`src/rtl/mux_seq_pkg.sv`:
```
// Shared definitions for the mux41 operand sequencer: FSM states and default sizes.
package mux_seq_pkg;

  localparam int DEF_WIDTH = 32;
  localparam int DEF_CNT_W = 8;

  typedef enum logic [1:0] {
    ST_IDLE = 2'd0,
    ST_RUN  = 2'd1,
    ST_GAP  = 2'd2,
    ST_DONE = 2'd3
  } state_t;

endpackage

```
`src/rtl/mux_operand_seq.sv`:
```
// Generates n_pairs arithmetic operand pairs for a mux41 stage, presenting each pair
// on four consecutive accepted beats with a rotating select, then pulses done.
module mux_operand_seq
  import mux_seq_pkg::*;
#(
  parameter int WIDTH = DEF_WIDTH,
  parameter int CNT_W = DEF_CNT_W
) (
  input  logic             clk,
  input  logic             rst,
  input  logic             start,
  input  logic [WIDTH-1:0] a_init,
  input  logic [WIDTH-1:0] b_init,
  input  logic [WIDTH-1:0] a_step,
  input  logic [WIDTH-1:0] b_step,
  input  logic [CNT_W-1:0] n_pairs,
  input  logic             ready,
  output logic [WIDTH-1:0] a_out,
  output logic [WIDTH-1:0] b_out,
  output logic [1:0]       sel_out,
  output logic             valid,
  output logic             busy,
  output logic             done,
  output state_t           o_dbg_state
);

  localparam logic [CNT_W-1:0] CNT_ONE = CNT_W'(1);

  state_t           r_state;
  logic [WIDTH-1:0] r_a_out;
  logic [WIDTH-1:0] r_b_out;
  logic [1:0]       r_sel;
  logic [WIDTH-1:0] r_a_step;
  logic [WIDTH-1:0] r_b_step;
  logic [CNT_W-1:0] r_n_pairs;
  logic [CNT_W-1:0] r_pair_cnt;
  logic [1:0]       r_beat_cnt;

  state_t           w_state_nxt;
  logic [WIDTH-1:0] w_a_nxt;
  logic [WIDTH-1:0] w_b_nxt;
  logic [1:0]       w_sel_nxt;
  logic [WIDTH-1:0] w_a_step_nxt;
  logic [WIDTH-1:0] w_b_step_nxt;
  logic [CNT_W-1:0] w_n_pairs_nxt;
  logic [CNT_W-1:0] w_pair_nxt;
  logic [1:0]       w_beat_nxt;
  logic             w_accept;

  // Handshake: a beat transfers on a cycle where valid && ready are both high;
  // while valid is high and ready is low, a_out/b_out/sel_out stay stable.
  assign valid       = (r_state == ST_RUN);
  assign busy        = (r_state != ST_IDLE);
  assign done        = (r_state == ST_DONE);
  assign a_out       = r_a_out;
  assign b_out       = r_b_out;
  assign sel_out     = r_sel;
  assign o_dbg_state = r_state;
  assign w_accept    = valid && ready;

  always_comb begin
    w_state_nxt   = r_state;
    w_a_nxt       = r_a_out;
    w_b_nxt       = r_b_out;
    w_sel_nxt     = r_sel;
    w_a_step_nxt  = r_a_step;
    w_b_step_nxt  = r_b_step;
    w_n_pairs_nxt = r_n_pairs;
    w_pair_nxt    = r_pair_cnt;
    w_beat_nxt    = r_beat_cnt;
    case (r_state)
      ST_IDLE: begin
        if (start) begin
          w_a_step_nxt  = a_step;
          w_b_step_nxt  = b_step;
          w_n_pairs_nxt = n_pairs;
          w_pair_nxt    = '0;
          w_beat_nxt    = '0;
          // An empty request goes straight to DONE without touching the operands.
          if (n_pairs == '0) begin
            w_state_nxt = ST_DONE;
          end else begin
            w_a_nxt     = a_init + a_step;
            w_b_nxt     = b_init + b_step;
            w_sel_nxt   = r_sel + 2'd1;
            w_state_nxt = ST_RUN;
          end
        end
      end
      ST_RUN: begin
        if (w_accept) begin
          w_sel_nxt  = r_sel + 2'd1;
          w_beat_nxt = r_beat_cnt + 2'd1;
          if (r_beat_cnt == 2'd3) begin
            w_state_nxt = ST_GAP;
          end
        end
      end
      ST_GAP: begin
        if (r_pair_cnt == r_n_pairs - CNT_ONE) begin
          w_state_nxt = ST_DONE;
        end else begin
          w_a_nxt     = r_a_out + r_a_step;
          w_b_nxt     = r_b_out + r_b_step;
          w_pair_nxt  = r_pair_cnt + CNT_ONE;
          w_beat_nxt  = '0;
          w_state_nxt = ST_RUN;
        end
      end
      ST_DONE: begin
        w_state_nxt = ST_IDLE;
      end
      default: begin
        w_state_nxt = ST_IDLE;
      end
    endcase
  end

  always_ff @(posedge clk) begin
    if (rst) begin
      r_state    <= ST_IDLE;
      r_a_out    <= '0;
      r_b_out    <= '0;
      r_sel      <= '0;
      r_a_step   <= '0;
      r_b_step   <= '0;
      r_n_pairs  <= '0;
      r_pair_cnt <= '0;
      r_beat_cnt <= '0;
    end else begin
      r_state    <= w_state_nxt;
      r_a_out    <= w_a_nxt;
      r_b_out    <= w_b_nxt;
      r_sel      <= w_sel_nxt;
      r_a_step   <= w_a_step_nxt;
      r_b_step   <= w_b_step_nxt;
      r_n_pairs  <= w_n_pairs_nxt;
      r_pair_cnt <= w_pair_nxt;
      r_beat_cnt <= w_beat_nxt;
    end
  end

endmodule

```
`config.mk`:
```
export PLATFORM = sky130hd
export DESIGN_NAME = mux_operand_seq
export DESIGN_NICKNAME = d
export VERILOG_FILES = /design/src/rtl/mux_seq_pkg.sv /design/src/rtl/mux_operand_seq.sv
export SDC_FILE = /design/constraint.sdc
export NUM_CORES = 1
export LEC_CHECK = 0
export CORE_AREA = 10 10 162 164
export CTS_CLUSTER_DIAMETER = 100
export DETAILED_ROUTE_END_ITERATION = 7
export DIE_AREA = 0 0 172 174
export PLACE_DENSITY = 0.84
export SLEW_MARGIN = 20
export SYNTH_ARGS = -nofsm -noshare
export SYNTH_HDL_FRONTEND = slang
export SYNTH_SLANG_ARGS = --single-unit
```
`constraint.sdc`:
```
create_clock -name clk -period 3.6 [get_ports clk]
set_clock_uncertainty 0.15 [all_clocks]
set_input_delay 0.54 -clock clk [delete_from_list [all_inputs] [get_ports clk]]
set_output_delay 0.54 -clock clk [all_outputs]
set_load 0.01 [all_outputs]
```
==> flow_summary.json, run 1 <==
{
  "status": "finished clean",
  "nets": 2165,
  "worst_pin_slew_ns": 0.974,
  "cts_sinks": 150,
  "drv_cap": 0,
  "drt-total-wl_mm": 39.6,
  "syn_area_per_cell_um2": 7.50,
  "ys_types": 72,
  "synth-seq-cells": 150,
  "synthCells": 1658,
  "yosysWarnings": 0,
  "post-dp-hpwl_mm": 29.7,
  "clk_pin_slew_ns": 0.06,
  "fmax_ghz": 0.281,
  "die_h_um": 174,
  "async_reset_ff_share_pct": 0,
  "drive_gt1_share_pct": 7.76,
  "cts_inserted_buffers": 17,
  "rsz0062_at_grt": "yes",
  "dr.pass1.iters": 5,
  "dieArea_um2": 29900,
  "relSlewSlack_pct": 35.1,
  "clk_latency_ns": 0.44,
  "yosysSeqAreaShare_pct": 24.2,
  "period_share_pct": 98.8,
  "cp_max_fo": 3,
  "wl_per_cell_um": 18.0,
  "syn-cell-area_um2": 12400,
  "drc": 0,
  "overflow": 0,
  "yosys.area.top_type": "dfxtp_1",
  "postCtsSetupBuffers": 0,
  "criticalPathCategory": "primary input to flop",
  "crit_path_start_kind": "primary input",
  "root_buffer": "clkbuf_16",
  "nFillCells": 1919,
  "core_area_um2": 23100,
  "leakage_nw": 6.77,
  "synth_edf_count": 0,
  "ctsResizeCount": 0,
  "multi_input_area_um2": 9050,
  "fin_setup_tns_ns": 0,
  "area_growth_pct": 27.8,
  "regArea_um2": 3000,
  "hold_violations": 0,
  "detail_route.vias_per_cell": 6.10,
  "maxSlewViolCount": 0,
  "grt_max_degree": 86,
  "die_w_um": 172,
  "cts_tree": "yes",
  "initial_core_util_pct": 53.8,
  "yosysTopAreaCellShare_pct": 24.2,
  "synth_fp_nets": 1929,
  "drt-initial-drc-count": 1102,
  "hold_buffers": 0,
  "gp_congestion": 0.956,
  "end_kind": "flop",
  "synth_area_leaders": "dfxtp_1 24%, ha_1 13%, nand2_1 7.9%, a21oi_1 7.7%, xnor2_1 5.1%",
  "r2r_slack_ns": 0.16,
  "setup_violations": 0,
  "pin_count": 211,
  "grt_first_pass_wirelength_mm": 64.0,
  "fin_crit_ns": 3.56,
  "power_mw": 5.67,
  "htree_levels": 4,
  "critPathRequiredTime_ns": 3.76,
  "vdd_drop_max_v": 0.000277,
  "vias": 13412,
  "antenna_found_initial": 2,
  "rows": 56,
  "clock_path_buffers": 2,
  "io_buffer_count": 210,
  "ant_nets": 0,
  "power.density_nw_per_um2": 357,
  "synth_flop_cell": "dfxtp_1",
  "globalRouteTotalUtil_pct": 25.6,
  "cp_data_arrival_time_ns": 3.72,
  "min_path_type": "flop to flop",
  "fin_util_pct": 68.7,
  "grt_pass1_vias": 13155
}
-- per-stage QoR --
step / hold slack [ns] / area (um2) / worst slack [ns] / cells
final: 0.305 / 15900 / 0.0427 / 2199
after global routing: 0.327 / 15900 / -0.0752 / 2199
after CTS: 0.310 / 15800 / 0.0700 / 2197
after detailed placement: 0.302 / 15300 / -0.373 / 2165
after global placement: 0.298 / 15300 / -0.281 / 2165
after floorplan: 0.290 / 12400 / 0.263 / 1658
-- power breakdown --
group | internal, mW | switching [mW] | leakage, nW
registers | 1.79 | 0.120 | 1.23
logic | 0.963 | 1.06 | 5.27
clock network | 0.987 | 0.753 | 0.270
total | 3.74 | 1.93 | 6.77
-- area by class of cell --
cell class	instances	area share, %
antenna	2	0.0315
clock buffer	21	2.90
clock inverter	11	0.622
inverter	35	0.827
multi-input combinational	1396	57.0
sequential	150	18.9
tap	290	2.28
timing repair buffer	294	17.4
-- state kept, by name, summed over array words and instances (netlist names) --
register and flops:
r_a_step 32, o_dbg_state 2, r_b_step 32, sel_out 2, r_beat_cnt 2, r_n_pairs 8, b_out 32, r_pair_cnt 8
a_out 32
-- final timing paths --
check                   start     endpoint  cells past startpoint
hold reg to reg   r_a_step[6]  r_a_step[6]                      2
setup reg to reg     a_out[7]    a_out[25]                     10
setup / recovery    a_step[0]    a_out[27]                     13
hold / removal    r_a_step[6]  r_a_step[6]                      2
-- logic make-up after synthesis --
kind of cell / share of synthesized area, %
adders and majority gates: 13.4
and+or+nand+nor: 22.1
xor gates and xnor gates: 8.16
buffers and inverters: 3.46
AOI/OAI and AO/OA: 27.6
muxes: 0.997
DFF: 24.2
-- layout by cell type, fill, tap and decap left out, drive strengths merged, types with 15 or more instances in the layout --
cell           count
nand2b            15
a21oi            190
nand3             36
dfxtp            150
o21bai            18
clkdlybuf4s50    209
o21ai             74
nor3              62
nor2             136
a21o              53
a311oi            15
a31oi             16
o211ai            24
clkbuf            21
a211oi            41
buf               85
nand2            262
xnor2             74
xor2              41
and3              17
ha               127
inv               37
-- routing by layer --
layer,global-route usage (%),vias up,share of wire (%)
met1,31.2,6269,41
met3,4.55,82,6.9
met4,8.98,0,2.7
met5,0,-,0
li1,-,6535,-
met2,44.0,526,49
-- synth_stat cells, drive strengths merged (14+ instances only) --
library cell / count
dfxtp: 150
xor2: 41
nand2: 262
nand2b: 15
nor2: 136
inv: 35
ha: 127
o21bai: 18
o21ai: 74
a311oi: 15
nand4: 14
a21o: 53
a21oi: 190
nand3: 36
a211oi: 41
a31oi: 16
clkbuf: 66
xnor2: 74
o211ai: 24
nor3: 62
and3: 17
-- worst max-delay path, stage by stage --
cell	delay, ns
clkdlybuf4s50_1	0.51
ha_1	0.21
buf_4	0.13
a211oi_1	0.07
o31ai_1	0.43
o2111ai_1	0.22
buf_4	0.19
o2111ai_1	0.37
a31oi_1	0.18
nor3_1	0.27
nand2b_1	0.17
xnor2_1	0.06
a2111oi_0	0.37
No activity file was read; power rests on OpenSTA's default activity.
==> run 2, diff against run 1 <==
--- a/config.mk
+++ b/config.mk
@@ -10,7 +10,6 @@
 export DETAILED_ROUTE_END_ITERATION = 7
 export DIE_AREA = 0 0 172 174
 export PLACE_DENSITY = 0.84
-export SLEW_MARGIN = 20
 export SYNTH_ARGS = -nofsm -noshare
 export SYNTH_HDL_FRONTEND = slang
 export SYNTH_SLANG_ARGS = --single-unit
==> results of run 2 <==
No change in the layout: final DEF, timing and power equal those of run 1.
==> run 3, diff against run 2 <==
--- a/config.mk
+++ b/config.mk
@@ -5,11 +5,11 @@
 export SDC_FILE = /design/constraint.sdc
 export NUM_CORES = 1
 export LEC_CHECK = 0
-export CORE_AREA = 10 10 162 164
+export CORE_AREA = 10 10 169 171
 export CTS_CLUSTER_DIAMETER = 100
 export DETAILED_ROUTE_END_ITERATION = 7
-export DIE_AREA = 0 0 172 174
-export PLACE_DENSITY = 0.84
+export DIE_AREA = 0 0 179 181
+export PLACE_DENSITY = 0.78
 export SYNTH_ARGS = -nofsm -noshare
 export SYNTH_HDL_FRONTEND = slang
 export SYNTH_SLANG_ARGS = --single-unit
==> flow_summary.json, run 3 (same netlist as run 1, synthesis figures left out) <==
{
  "end_kind": "flop",
  "worst_pin_slew_ns": 0.840,
  "nets": 2177,
  "final_cell_mix": "260 x nand2_1, 209 x clkdlybuf4s50_1, 189 x a21oi_1",
  "fmax_ghz": 0.293,
  "setup_violations": 0,
  "stdcell_count": 2253,
  "cts_sinks": 150,
  "die_w_um": 179,
  "drt-initial-drc-count": 1033,
  "drv_cap": 0,
  "vias": 13354,
  "crit_buf_inv": 0,
  "holdCritStartpoint": "r_b_step[20]",
  "root_buffer": "clkbuf_16",
  "antenna_found_initial": 5,
  "cp_slowest_stage_delay_ns": 0.44,
  "drive_gt1_share_pct": 8.45,
  "htree_levels": 4,
  "drc": 0,
  "p_sw_mw": 1.93,
  "pin_count": 211,
  "post-dp-hpwl_mm": 30.6,
  "leakage_nw": 6.86,
  "dp.cells": 2217,
  "maxSlewViolCount": 0,
  "cp_data_arrival_time_ns": 3.59,
  "p_int_mw": 3.88,
  "min_path_type": "flop to flop",
  "grt_max_degree": 74,
  "grt_pass1_vias": 12909,
  "core_area_um2": 25000,
  "period_share_pct": 94.8,
  "p_seq_share_pct": 33.0,
  "rsz0062_at_grt": "no",
  "hold_violations": 0,
  "rows": 58,
  "critical_path.top_delay_family": "compound AO/OA/AOI/OAI gates",
  "fin_crit_ns": 3.41,
  "critPathRequiredTime_ns": 3.78,
  "crit_path_start_kind": "flop",
  "criticalPathCategory": "flop to flop",
  "crit_path_cell_trace": "ha_1, fa_1, a211oi_1, o21bai_1, a21oi_1, o2111ai_2, a31o_2, a31oi_1, o41ai_1, o41ai_1",
  "clk_pin_slew_ns": 0.06,
  "crit_slowest_cell": "fa_1",
  "cts_inserted_buffers": 17,
  "dr.pass1.iters": 5,
  "holdWs_ns": 0.309,
  "globalRouteTotalUtil_pct": 24.1,
  "overflow": 0,
  "initial_core_util_pct": 49.6,
  "critPathMostFrequentCell": "o41ai_1",
  "power_frac_comb_pct": 35.2,
  "area_growth_pct": 29.7,
  "power.density_nw_per_um2": 360,
  "cp_max_fo": 4,
  "place_area_um2": 15500,
  "die_h_um": 181,
  "io_buffer_count": 210,
  "drt-total-wl_mm": 40.3,
  "gp_congestion": 0.959,
  "crit_path_start": "a_out[0]",
  "final_cell_area_um2": 16100,
  "clock_path_buffers": 2,
  "vdd_drop_max_v": 0.000328,
  "switching_share_pct": 33.2,
  "layout_commonest_cell": "nand2_1",
  "detail_route.vias_per_cell": 5.93,
  "relSlewSlack_pct": 44.0,
  "clk_latency_ns": 0.43,
  "clkPwrFrac_pct": 31.8,
  "grt_first_pass_wirelength_mm": 64.9,
  "wl_per_cell_um": 17.9,
  "ant_nets": 0,
  "power_mw": 5.81,
  "cts_tree": "yes",
  "rr_startpoint": "a_out[0]",
  "status": "finished clean",
  "dieArea_um2": 32400
}
[run 3: cell types whose count changed in the layout (fill, tap and decap cells not counted), moves of 2 or more]
cell and delta:
buf_4 +9, a211oi_2 +2, diode_2 +3, buf_12 +3, a211oi_1 -2, o21ai_1 +2
bufinv_16 +2, o21ai_0 -2, clkinv_2 -3
[run 3: tightest hold or removal path, stage by stage, from the launching register on]
cell and delay [ns]:
dfxtp_1 0.31, nand2_1 0.05, a21oi_1 0.05
[run 3: what timing repair did]
action                                  CTS  global route
hold endpoints to repair                  0             0
hold buffers                              0             0
buffers inserted                          0             0
endpoints found under the setup margin    0            12
gates resized for setup                   0            17
[run 3: final timing paths]
check                  to  slack (ns)  cells past startpoint
max             a_out[30]        0.19                     10
min          r_b_step[20]        0.31                      2
max reg2reg     a_out[30]        0.19                     10
min reg2reg  r_b_step[20]        0.31                      2
[run 3: stage by stage]
step,setup slack [ns],util [%],setup TNS (ns)
global placement,-0.258,61.7,-2.17
finish,0.187,64.4,0
CTS,0.0357,64.1,0
detailed placement,-0.409,61.7,-4.37
floorplan,0.263,-,0
global route,0.0241,64.4,0
[run 3: power by group through the flow]
stage	registers [mW]	clock network (mW)	logic (mW)
final	1.92	1.85	2.05
after global routing	1.93	1.93	2.25
after CTS	1.91	1.87	2.02
after detailed placement	1.95	0	2.00
after global placement	1.94	0	1.96
after floorplan	1.95	0	1.21
[run 3: metal layers]
metal / vias up / global-route usage [%] / wire, um
met4: 0 / 7.84 / 871
met3: 52 / 4.34 / 2670
li1: 6569 / - / -
met2: 461 / 40.5 / 19600
met5: - / 0 / 0
met1: 6272 / 30.4 / 17200
[run 3: final cells by class]
| type | count | area, um2 |
|---|---|---|
| clock inverters | 11 | 151 |
| multi-input cells | 1396 | 9070 |
| well taps | 330 | 413 |
| repair buffers | 306 | 2900 |
| fillers | 2179 | 8910 |
| diodes | 5 | 12.5 |
| clock buffers | 20 | 447 |
| flip-flops and latches | 150 | 3000 |
| inverters | 35 | 131 |
==> RTL change 1: new RTL, settings of run 3 <==
Put one more register stage on the output `o_dbg_state`, without a reset. The value now appears one clock later. The other outputs are not delayed to match.
--- a/src/rtl/mux_operand_seq.sv
+++ b/src/rtl/mux_operand_seq.sv
@@ -55,7 +55,9 @@
   assign a_out       = r_a_out;
   assign b_out       = r_b_out;
   assign sel_out     = r_sel;
-  assign o_dbg_state = r_state;
+  always_ff @(posedge clk) begin
+    o_dbg_state <= r_state;
+  end
   assign w_accept    = valid && ready;
 
   always_comb begin
Formal check against the unedited RTL: not equivalent (a bounded check fails within 4 cycles, from zero or initial values and one cycle with rst high).
==> RTL change 1 against run 3 <==
Synthesized cell count down 2.5%; sequential share of layout area up 0.51 points; critical endpoint is now b_out[30]; total power up 0.94%; final area down 1.4%; routed wire length down 4.7%; synthesized area down 1.6%; utilization down 0.89 points; sequential cell count up 2; setup slack worse by 0.049 ns; fmax down 1.4%.
==> RTL change 1: results (changes against run 3) <==
* Logic gate share of total power at 34.0% (-1.2 points)
* Pre-Repair DR Iteration Count at 7 (+2)
* Worst-case reg-to-reg path depth at 13 (+3)
* Status: complete, no violations
* Hold path endpoint: r_a_step[2]
* CP arrival at 3.56 ns (-0.03 ns)
* Total track usage at 23.00% (-1.1 points)
* Count of different cell masters after synthesis at 76 (+5.6%)
* Clock net power at 1940 uW (+5%)
* Wire per inst at 17.37 um (-3.0%)
* HPWL Detailed at 29100 um (-4.9%)
* Peak Freq at 288.8 MHz (-1.4%)
* Final nets at 2141 (-1.7%)
* Dpl ws at -0.5226 ns (-0.1136 ns)
* Layout cell share with drive strength beyond 1 at 8.777% (+0.33 points)
* First-pass GRT wire length at 62560 um (-3.7%)
* Via density at 5.798 (-2.2%)
* FF-to-FF End: b_out[30]
* Largest net degree at the start of global routing at 58 (-22%)
* Initial DRC count at 967 (-6.4%)
* Slowest CP cell: fa_2
* Slew HR at 16.60% (-27 points)
* Post-synth top area share at 24.88% (+0.72 points)
* Synth area leaders: dfxtp_1 (25%), ha_1 (13%), a21oi_1 (8.6%)
* Worst r2r src: b_out[0]
* Clock network power share at 33.0% (+1.2 points)
* Vias in the first global route at 12560 (-2.7%)
* Syn_nets at 1887 (-2.2%)
==> RTL change 1: area by class of cell <==
class                      count  area (um2)
antenna                        2       5.005
clock buffer                  22       484.2
clock inverter                 7       141.4
fill                        2207        9136
inverter                      32       120.1
multi-input combinational   1364        8859
sequential                   152        3043
tap                          330       412.9
timing repair buffer         303        2835
==> RTL change 1: worst max path at each step <==
stage | endpoint | from | cells past startpoint
3_5_place_dp | a_out[24] | a_step[0] | 15
6_report | b_out[30] | b_out[0] | 13
5_1_grt | b_out[30] | b_out[0] | 13
3_3_place_gp | a_out[24] | a_step[0] | 15
4_1_cts | a_out[24] | a_init[0] | 15
2_1_floorplan | b_out[30] | b_init[0] | 12
==> RTL change 1: logic make-up after synthesis <==
kind of cell    after synthesis  share of synthesized area [%]
fa+ha+maj                   131                          13.65
xor+xnor                    125                          9.013
simple gates                566                          20.82
buf+inv                     100                          3.294
mux                           9                         0.7570
flops                       152                          24.88
compound gates              533                          27.59
==> RTL change 1: through the flow <==
step                cells  hold slack, ns  utilization, %  setup TNS, ns  cell area [um2]
floorplan            1616          0.1790               -              0            12230
global placement     2179          0.2962           60.69         -5.100            15190
detailed placement   2179          0.3030           60.69         -6.688            15190
CTS                  2208          0.3111           63.20              0            15820
global route         2211          0.3230           63.50       -0.04167            15900
finish               2212          0.3098           63.51              0            15900
==> RTL change 1: per-layer routing <==
metal / track usage, % / share of wire [%]
met5: 0 / 0
met2: 38.24 / 46
met3: 3.982 / 6.8
met4: 6.517 / 2.0
met1: 29.65 / 45
==> RTL change 1: what timing repair did <==
| action | 4_1_cts | 5_1_grt |
|---|---|---|
| hold buffers | 0 | 0 |
| buffers inserted | 0 | 2 |
| endpoints found under the setup margin | 2 | 19 |
| pin swaps | 0 | 6 |
| gates cloned | 0 | 0 |
| gates resized for setup | 2 | 16 |
==> RTL change 2: new RTL, config.mk and constraints of run 3 <==
Made on the original files. The package constant `DEF_WIDTH` goes from 32 to 36.
--- a/src/rtl/mux_seq_pkg.sv
+++ b/src/rtl/mux_seq_pkg.sv
@@ -1,7 +1,7 @@
 // Shared definitions for the mux41 operand sequencer: FSM states and default sizes.
 package mux_seq_pkg;
 
-  localparam int DEF_WIDTH = 32;
+  localparam int DEF_WIDTH = 36;
   localparam int DEF_CNT_W = 8;
 
   typedef enum logic [1:0] {
Ports: changed (6 resized); port bits go from 211 to 235. No check against the original RTL was run, so the function may have changed too.
==> RTL change 2 against run 3 <==
Sequential cell count up 16; routed wire length grew 15%; synthesized area increased by 10%; highest routed layer unchanged; setup slack worse by 0.037 ns; total power is 9.5% higher; final area rose by 11%; count of clock-buffer cells in the layout fell by 3.
==> RTL change 2: results (changes against run 3) <==
* GR Overflow Total at 0 (unchanged)
* Initial DRC count at 1251 (+21%)
* Port buffer count at 234 (+11%)
* Syn_nets at 2153 (+12%)
* Largest net degree at the start of global routing at 79 (+6.8%)
* Synth area leaders: dfxtp_1 (24%), ha_1 (13%), a21oi_1 (8.8%)
* PostCTS Resize Cnt at 2 (+2)
* Via density at 5.996 (+1.2%)
* Post-synthesis sequential area ratio at 24.21% (+0.050 points)
* Slew HR at 49.36% (+5.4 points)
* Yosys warns at 0 (unchanged)
* Worst Hold Class: flip-flop to flip-flop
* Root Buffer Master: clkbuf_16
* Met3 WL at 3233 um (+21%)
* Total track usage at 27.43% (+3.3 points)
* Worst-Skew Late Latency at 0.45 ns (+0.02 ns)
* Antenna violations before repair at 0 (-5)
* Dpl ws at -0.4963 ns (-0.08725 ns)
* Status: complete, no violations
* CP arrival at 3.67 ns (+0.08 ns)
* Via count at 14940 (+12%)
* WL met1 at 19940 um (+16%)
* Most instantiated cells after synthesis: nand2_1 (305), a21oi_1 (242), dfxtp_1 (166), nor2_1 (155), ha_1 (143)
* Highest routed layer: met4
* Post-synthesis async set-or-reset flop share at 0% (unchanged)
* CTS buffer count at 17 (unchanged)
* Layout cell share with drive strength beyond 1 at 10.08% (+1.6 points)
* Pre-Repair DR Iteration Count at 5 (unchanged)
* Count of different cell masters after synthesis at 85 (+18%)
* Routed WL at 46250 um (+15%)
* GP Congestion at 0.9812 (+2.3%)
* HPWL Detailed at 35300 um (+15%)
* Met2 Wirelength at 21970 um (+12%)
* Lkg Pwr at 0.007513 uW (+9.5%)
* Maximum vdd drop at 252.0 uV (-23%)
* Post-synthesis instance total at 1850 (+12%)
* Placed cell area at 17200 um2 (+11%)
* First-pass GRT wire length at 73480 um (+13%)
* CTS clk-pin slew, worst paths at 0.08 ns (+0.02 ns)
* # diodes at 0 (-5)
* Maximum fanout along the worst path at 4 (unchanged)
* Placed Cells at 2457 (+11%)
* Max Root-Sink Buffers at 2 (unchanged)
* H-tree level count at 4 (unchanged)
* Postcts setup bufs at 0 (unchanged)
==> RTL change 2: worst paths after layout <==
kind / from / cells past startpoint / slack, ns / endpoint
max reg2reg: b_out[0] / 14 / 0.15 / b_out[34]
max: b_out[0] / 14 / 0.15 / b_out[34]
min: r_b_step[27] / 2 / 0.31 / r_b_step[27]
min reg2reg: r_b_step[27] / 2 / 0.31 / r_b_step[27]
==> RTL change 2: power breakdown <==
group	internal [uW]	switching [uW]	leakage [uW]
clock network	1000	925	0.000296
registers	1980	137	0.00137
logic	1100	1220	0.00585
total	4090	2280	0.00751
==> RTL change 2: final cells by class <==
cell class / count / area (um2)
inverter: 39 / 146.4
multi-input combinational: 1557 / 10020
clock buffer: 17 / 425.4
fill: 2083 / 7112
sequential: 166 / 3323
timing repair buffer: 368 / 3408
tap: 330 / 412.9
clock inverter: 15 / 186.4
==> RTL change 2: routing by layer <==
| metal | up-vias | track usage (%) |
|---|---|---|
| li1 | 7287 | - |
| met1 | 7064 | 34.69 |
| met2 | 515 | 45.83 |
| met3 | 75 | 5.213 |
| met4 | 0 | 8.402 |
| met5 | - | 0 |
==> RTL change 2: kinds of logic after synthesis <==
kind of cell	share of synthesized area, %
xor gates and xnor gates	8.295
and+or+nand+nor	21.85
buffers and inverters	3.609
AOI/OAI and AO/OA	27.81
DFF	24.21
muxes	0.6107
adders and majority gates	13.62
==> RTL change 2: critical path: stages (launching register included) <==
cell and delay (ns):
dfxtp_1 0.33, ha_1 0.24, inv_1 0.08, fa_1 0.18, nand2b_1 0.20, a21oi_2 0.10, or3_1 0.42, a211oi_4 0.32
o31a_2 0.23, o211ai_4 0.12, a221o_1 0.37, a21oi_2 0.17, o21ai_1 0.10, xnor2_1 0.14, a221oi_2 0.21
